==> src/rtl/timer_pkg.sv <==
// Shared definitions for the memory-mapped down-counting timer:
// FSM states, register offsets, CTRL bit positions and MODE encodings.
package timer_pkg;

   typedef enum logic [1:0] {
      IDLE = 2'd0,
      LOAD = 2'd1,
      CNT  = 2'd2,
      INT  = 2'd3
   } state_t;

   localparam logic [1:0] OFF_CTRL   = 2'd0;
   localparam logic [1:0] OFF_PRESET = 2'd1;
   localparam logic [1:0] OFF_COUNT  = 2'd2;

   localparam int CTRL_EN      = 0;
   localparam int CTRL_MODE_LO = 1;
   localparam int CTRL_MODE_HI = 2;
   localparam int CTRL_IM      = 3;

   localparam logic [1:0] MODE_ONESHOT = 2'b00;
   localparam logic [1:0] MODE_AUTO    = 2'b01;

endpackage

==> src/rtl/timer_counter.sv <==
// Bus-mapped down-counting timer; expiry raises a masked interrupt request
// for one bit of CP0's hardware interrupt vector.
module timer_counter
   import timer_pkg::*;
#(
   parameter logic [31:0] BASE_ADDR = 32'h0000_7F00
) (
   input  logic        clk,
   input  logic        reset,
   input  logic [31:0] addr,
   input  logic        we,
   input  logic [31:0] wdata,
   output logic [31:0] rdata,
   output logic        irq
);

   state_t      state, state_next;
   logic [3:0]  ctrl, ctrl_next;
   logic [31:0] preset, preset_next;
   logic [31:0] count, count_next;
   logic        irq_flag, irq_flag_next;

   logic        sel;
   logic [1:0]  offset;
   logic        wr_ctrl, wr_preset;
   logic        en, auto_reload;
   logic        set_flag, hw_clear_en, pulse_end;
   logic        unused_addr_bits;

   assign sel         = (addr[31:4] == BASE_ADDR[31:4]);
   assign offset      = addr[3:2];
   assign wr_ctrl     = we && sel && (offset == OFF_CTRL);
   assign wr_preset   = we && sel && (offset == OFF_PRESET);
   assign en          = ctrl[CTRL_EN];
   assign auto_reload = (ctrl[CTRL_MODE_HI:CTRL_MODE_LO] == MODE_AUTO);
   assign unused_addr_bits = ^addr[1:0];

   always_ff @(posedge clk) begin
      if (reset) begin
         state    <= IDLE;
         ctrl     <= 4'd0;
         preset   <= 32'd0;
         count    <= 32'd0;
         irq_flag <= 1'b0;
      end else begin
         state    <= state_next;
         ctrl     <= ctrl_next;
         preset   <= preset_next;
         count    <= count_next;
         irq_flag <= irq_flag_next;
      end
   end

   // Expiry is detected while already sitting at zero, so COUNT never wraps.
   always_comb begin
      state_next  = state;
      count_next  = count;
      set_flag    = 1'b0;
      hw_clear_en = 1'b0;
      pulse_end   = 1'b0;
      case (state)
         IDLE: begin
            if (en) state_next = LOAD;
         end
         LOAD: begin
            count_next = preset;
            state_next = CNT;
         end
         CNT: begin
            if (!en) begin
               state_next = IDLE;
            end else if (count == 32'd0) begin
               state_next = INT;
               set_flag   = 1'b1;
            end else begin
               count_next = count - 32'd1;
            end
         end
         INT: begin
            state_next = IDLE;
            if (auto_reload) pulse_end   = 1'b1;
            else             hw_clear_en = 1'b1;
         end
         default: state_next = IDLE;
      endcase
   end

   // A CPU write to CTRL overrides the one-shot EN clear; a fresh expiry beats an acknowledge.
   always_comb begin
      ctrl_next = ctrl;
      if (wr_ctrl) begin
         ctrl_next = wdata[3:0];
      end else if (hw_clear_en) begin
         ctrl_next[CTRL_EN] = 1'b0;
      end

      preset_next = wr_preset ? wdata : preset;

      irq_flag_next = irq_flag;
      if (set_flag) begin
         irq_flag_next = 1'b1;
      end else if (wr_ctrl || wr_preset || pulse_end) begin
         irq_flag_next = 1'b0;
      end
   end

   always_comb begin
      rdata = 32'd0;
      if (sel) begin
         case (offset)
            OFF_CTRL:   rdata = {28'd0, ctrl};
            OFF_PRESET: rdata = preset;
            OFF_COUNT:  rdata = count;
            default:    rdata = 32'd0;
         endcase
      end
   end

   assign irq = irq_flag & ctrl[CTRL_IM];

endmodule

==> config.mk <==
export PLATFORM = sky130hd
export DESIGN_NAME = timer_counter
export DESIGN_NICKNAME = d
export VERILOG_FILES = /design/src/rtl/timer_pkg.sv /design/src/rtl/timer_counter.sv
export SDC_FILE = /design/constraint.sdc
export NUM_CORES = 1
export LEC_CHECK = 0
export ABC_AREA = 1
export CELL_PAD_IN_SITES_DETAIL_PLACEMENT = 1
export CELL_PAD_IN_SITES_GLOBAL_PLACEMENT = 2
export CORE_AREA = 2 2 135 137
export CTS_BUF_LIST = sky130_fd_sc_hd__clkbuf_16
export DETAILED_ROUTE_END_ITERATION = 8
export DIE_AREA = 0 0 137 139
export PLACE_DENSITY = 0.86
export SYNTH_ARGS = -nofsm -noshare
export SYNTH_HDL_FRONTEND = slang
export SYNTH_SLANG_ARGS = --single-unit
==> constraint.sdc <==
create_clock -name clk -period 2.3 [get_ports clk]
set_input_delay 0.46 -clock clk [delete_from_list [all_inputs] [get_ports clk]]
set_output_delay 0.46 -clock clk [all_outputs]
set_load 0.02 [all_outputs]
## Word-level counts from Yosys, hierarchy flattened

Cells that the tools add are included.

- Bits in latches: 0
- Bits in registers: 71
- Memory bits (writable): 0
- Output and inout port bits: 33
- Memory bits (read-only): 0
- Memories kept: 0

- Reductions and logical operators: 13
- $add $sub $neg: 1
- $mul: 0
- Shift-type cells: 0
- Equality and inequality tests: 11
- $lt $le $gt $ge: 0
- Bitwise operators: 1
- Multiplexer cells: 20
- Div/mod/pow operators: 0

Operators with widths:

| operator | number |
|---|---|
| $mux W32 | 3 |
| $pmux W32 S3 | 1 |
| $pmux W32 S2 | 1 |
| $logic_not A32 Y1 | 1 |
| $sub A32 B1 Y32 const B | 1 |
| $eq A28 B11 Y1 const B | 1 |
| $mux W1 | 11 |
| $pmux W2 S4 | 1 |
| $eq A2 B1 Y1 const B | 3 |
| $eq A2 B2 Y1 const B | 3 |
| $mux W2 | 3 |
| $ne A2 B2 Y1 const B | 3 |
| $reduce_bool A2 Y1 | 3 |
| $logic_not A2 Y1 | 2 |
| $logic_and A1 B1 Y1 | 3 |
| $ne A3 B3 Y1 const B | 1 |
| $reduce_and A3 Y1 | 1 |
| $logic_or A1 B1 Y1 | 2 |
| $reduce_and A2 Y1 | 1 |
| $and A1 B1 Y1 | 1 |

## Longest topological paths before layout

- Depth after elaboration: 7
- Gate-level depth with buffers: 14
- Depth with buffers taken out: 12

## Worst setup path before layout

OpenSTA, ideal clock, no wires.

- Kind: input port to output port
- From: input addr[2]
- To: output rdata[11]
- Stages on the path: 6
- Path slack: 192 ps
- Data arrival time: 1,648 ps
- Cells stage by stage: inv_1 nor2_1 clkbuf_1 clkbuf_1 nand2_1 a21oi_1

- Word-level cells in the longest chain between the ends: 3
- Elaborated cells on any way between the ends: 5
- Those cells by class: 2 x eq/ne; 2 x mux; 1 x reduce/logical

RTL lines:

| item | RTL line | RTL |
|---|---|---|
| from (decl) | timer_counter.sv:10 | `input logic [31:0] addr,` |
| $eq A2 B2 Y1, or another cell as far along | timer_counter.sv:110 | `case (offset)` |
| $pmux W32 S3 (*) | timer_counter.sv:110 |  |
| $mux W32 (*) | timer_counter.sv:109 | `if (sel) begin` |
| to (decl) | timer_counter.sv:13 | `output logic [31:0] rdata,` |

Every way passes the cells marked *; elsewhere a longest branch is shown, timed or not.

## Final worst setup path

- From: input addr[22]
- To: output rdata[19]

- Word-level cells in the longest chain between the ends: 2

RTL lines:

| item | RTL line | RTL |
|---|---|---|
| $eq A28 B11 Y1 | timer_counter.sv:30 | `assign sel = (addr[31:4] == BASE_ADDR[31:4]);` |
| $mux W32 | timer_counter.sv:109 |  |

Every way passes these cells.

==> flow_summary.ini <==
[clocking]
clock_path_buffers = 2
cts_tree = done
h-tree-depth = 3
cts_hold_buf = 0
cts_sinks = 71
numCtsBuffers = 9
clkLatencyLatePin_ps = 360
cts.clk_slew.worst_paths_ps = 60
root_buffer = clkbuf_16

[pwr]
power_density_nw_per_um2 = 472
ir_drop_mv = 0.376
power.leakage_nw = 2.71

[floorplan]
dieArea_sq_um = 19000
rows = 49
initial_core_util = 0.254
core_area_sq_um = 17700
ioPinCount = 100
die_x_um = 137
die_h_um = 139

[layout]
final_common_cell = nand2_1
final_core_util = 0.375
antennaDiodeCount = 0
nFillCells = 2273
design_area_sq_um = 6620
register_area_sq_um = 1420
drive_gt1_frac = 0.201
layout_common_cells = 139 x nand2_1, 123 x nor2_1, 87 x o21ai_0
multi_input_area_sq_um = 2880
nets = 940
area_growth_pct = 47.8

[routing]
wirelength_um = 17800
drt-wirelength-per-cell_um = 16.1
ant_nets = 0
drt_iter0_drc = 257
viasPerCell = 4.74
drc_errors = 0
drtPass1Iterations = 4
vias = 5243

[critical_path]
crit_fanout = 8
crit_cells = 10
rrSetupSlack_ps = 250
crit_family = buffers and inverters
path_cells = clkdlybuf4s15_1 -> nor2_1 -> nand2_1 -> nor2_1 -> nand2_2 -> nor2_4 -> clkinv_4 -> clkbuf_16 -> a21oi_2 -> buf_4
cpPeakStageDelay_ps = 210
critPathKind = in2out
critPathSlowestCell = clkbuf_16
cp_data_required_time_ps = 1840
r2r_start = count[0]
critPathCaptureType = primary output
r2r-end = count[7]
worstSetupStartpointType = primary input
crit_buf_inv = 4
cpMostUsedCell = nor2_1
arrival_ps = 1760
ff2ff_path_depth = 12

[timing]
fmax_mhz = 451
holdWs_ps = 466
layout_min_cycle_time_ps = 2220
slew_violations = 0
clock_skew_ps = 10.3
worst_slew_pin_slew_ps = 808
max_slew_margin = 0.461
hold_viol = 0
period_share = 0.964
setup_viol = 0
fin_ws_ps = 82.7

[global_routing]
grt-ovfl-total = 0
grt_pass1_vias = 5314
grtUsageTotal = 0.183
grt_pass1_wl_um = 27500
grt_antenna_before_repair = 0
grt_max_degree = 45

[synth]
async_flop_share = 0
syn_inst = 757
synth_edf_count = 0
synth_top_area_frac = 0.317
synth-seq-area-share = 0.317
syn-cell-area_sq_um = 4480
synth.net_count = 825
synth_cell_type_count = 31
synth_seq_cells = 71
synth_area_per_cell_sq_um = 5.91
synth_top_area_cell = dfxtp_1
synth_flop_cell = dfxtp_1
yosysWarningCount = 0
synth_area_leaders = dfxtp_1 32%, nand2_1 12%, nor2_1 11%

[placement]
io_buffers = 97
dp_hpwl_um = 11800
routabilityCongestion = 0.841
place_ws_ps = -607
placed_cell_area_sq_um = 5820

[run]
maxCapViolCount = 0

[min_path]
whs_endpoint = preset[23]
hold_depth = 2
min_path_type = reg2reg
min-delay-start = preset[23]

[outcome]
status = finished, final reports clean
==> where the power goes <==
| group | internal, mW | total [mW] | switching [mW] |
|---|---|---|---|
| Clock | 1.05 | 1.65 | 0.592 |
| Sequential | 1.23 | 1.23 | 0.00000000106 |
| Combinational | 0.137 | 0.245 | 0.108 |
==> tightest hold or removal path: cells and delay by family, from the launching register on <==
kind                   cells  cell delay, ps
DFF                        1             320
buffers and inverters      1              50
AOI/OAI and AO/OA          1              50
==> sequential cells by signal (all words and copies together), names as in the netlist <==
name,flops
irq_flag,1
state,2
ctrl,4
preset,32
count,32
==> worst max-delay path by stage <==
| stage | slack [ps] | startpoint | endpoint |
|---|---|---|---|
| after floorplan | 190 | addr[2] | rdata[11] |
| after global placement | -600 | addr[17] | rdata[20] |
| after detailed placement | -610 | addr[21] | rdata[20] |
| after CTS | -40 | addr[7] | rdata[27] |
| after global routing | -10 | addr[22] | rdata[17] |
| final | 80 | addr[22] | rdata[19] |
==> cell usage after synthesis (2+ instances only) <==
cell      instances
a21oi_1          85
o22ai_1           4
o21ai_0          90
buf_6             2
xor2_1            4
nor2_1          130
nor3_1            4
buf_2             3
nand2_1         141
nor2_2            3
nor2_4            3
inv_1            78
nand3_1          76
nand2_2           5
inv_2             4
clkbuf_1         32
nand4_1           9
dfxtp_1          71
==> kinds of logic (layout without fill, tap and decap cells) <==
group / Yosys count / after routing / synth area share
xor gates and xnor gates: 5 / 5 / 0.00978
AOI/OAI and AO/OA: 183 / 183 / 0.208
adders and majority gates: 1 / 1 / 0.00279
and+or+nand+nor: 375 / 375 / 0.356
buffers and inverters: 122 / 242 / 0.107
DFF: 71 / 71 / 0.317
==> area by class of cell <==
class	instances	area share
multi-input combinational	564	0.435
sequential	71	0.215
timing repair buffer	142	0.206
inverter	84	0.0495
tap	229	0.0433
clock buffer	9	0.0340
clock inverter	7	0.0170
==> through the flow <==
stage / power [mW] / TNS [ps] / cells
detailed placement: 1.48 / -18100 / 1073
floorplan: 1.32 / 0 / 757
CTS: 3.12 / -706 / 1099
global route: 3.21 / -73.1 / 1106
finish: 3.12 / 0 / 1106
global placement: 1.48 / -17590 / 1073
==> metal layers <==
metal | vias to the layer above | global-route usage | wire length [um]
li1 | 2701 | - | -
met1 | 2423 | 0.255 | 8680
met2 | 106 | 0.287 | 8180
met3 | 13 | 0.0329 | 770
met4 | 0 | 0.0559 | 209
met5 | - | 0 | 0
==> what timing repair did <==
action | 4_1_cts | 5_1_grt
pin swaps | 8 | 23
buffers inserted | 8 | 6
endpoints found under the setup margin | 32 | 67
gates cloned | 2 | 2
resized for setup | 219 | 113
endpoints found under the hold margin | 0 | 0
No activity file was read; power rests on OpenSTA's default activity.
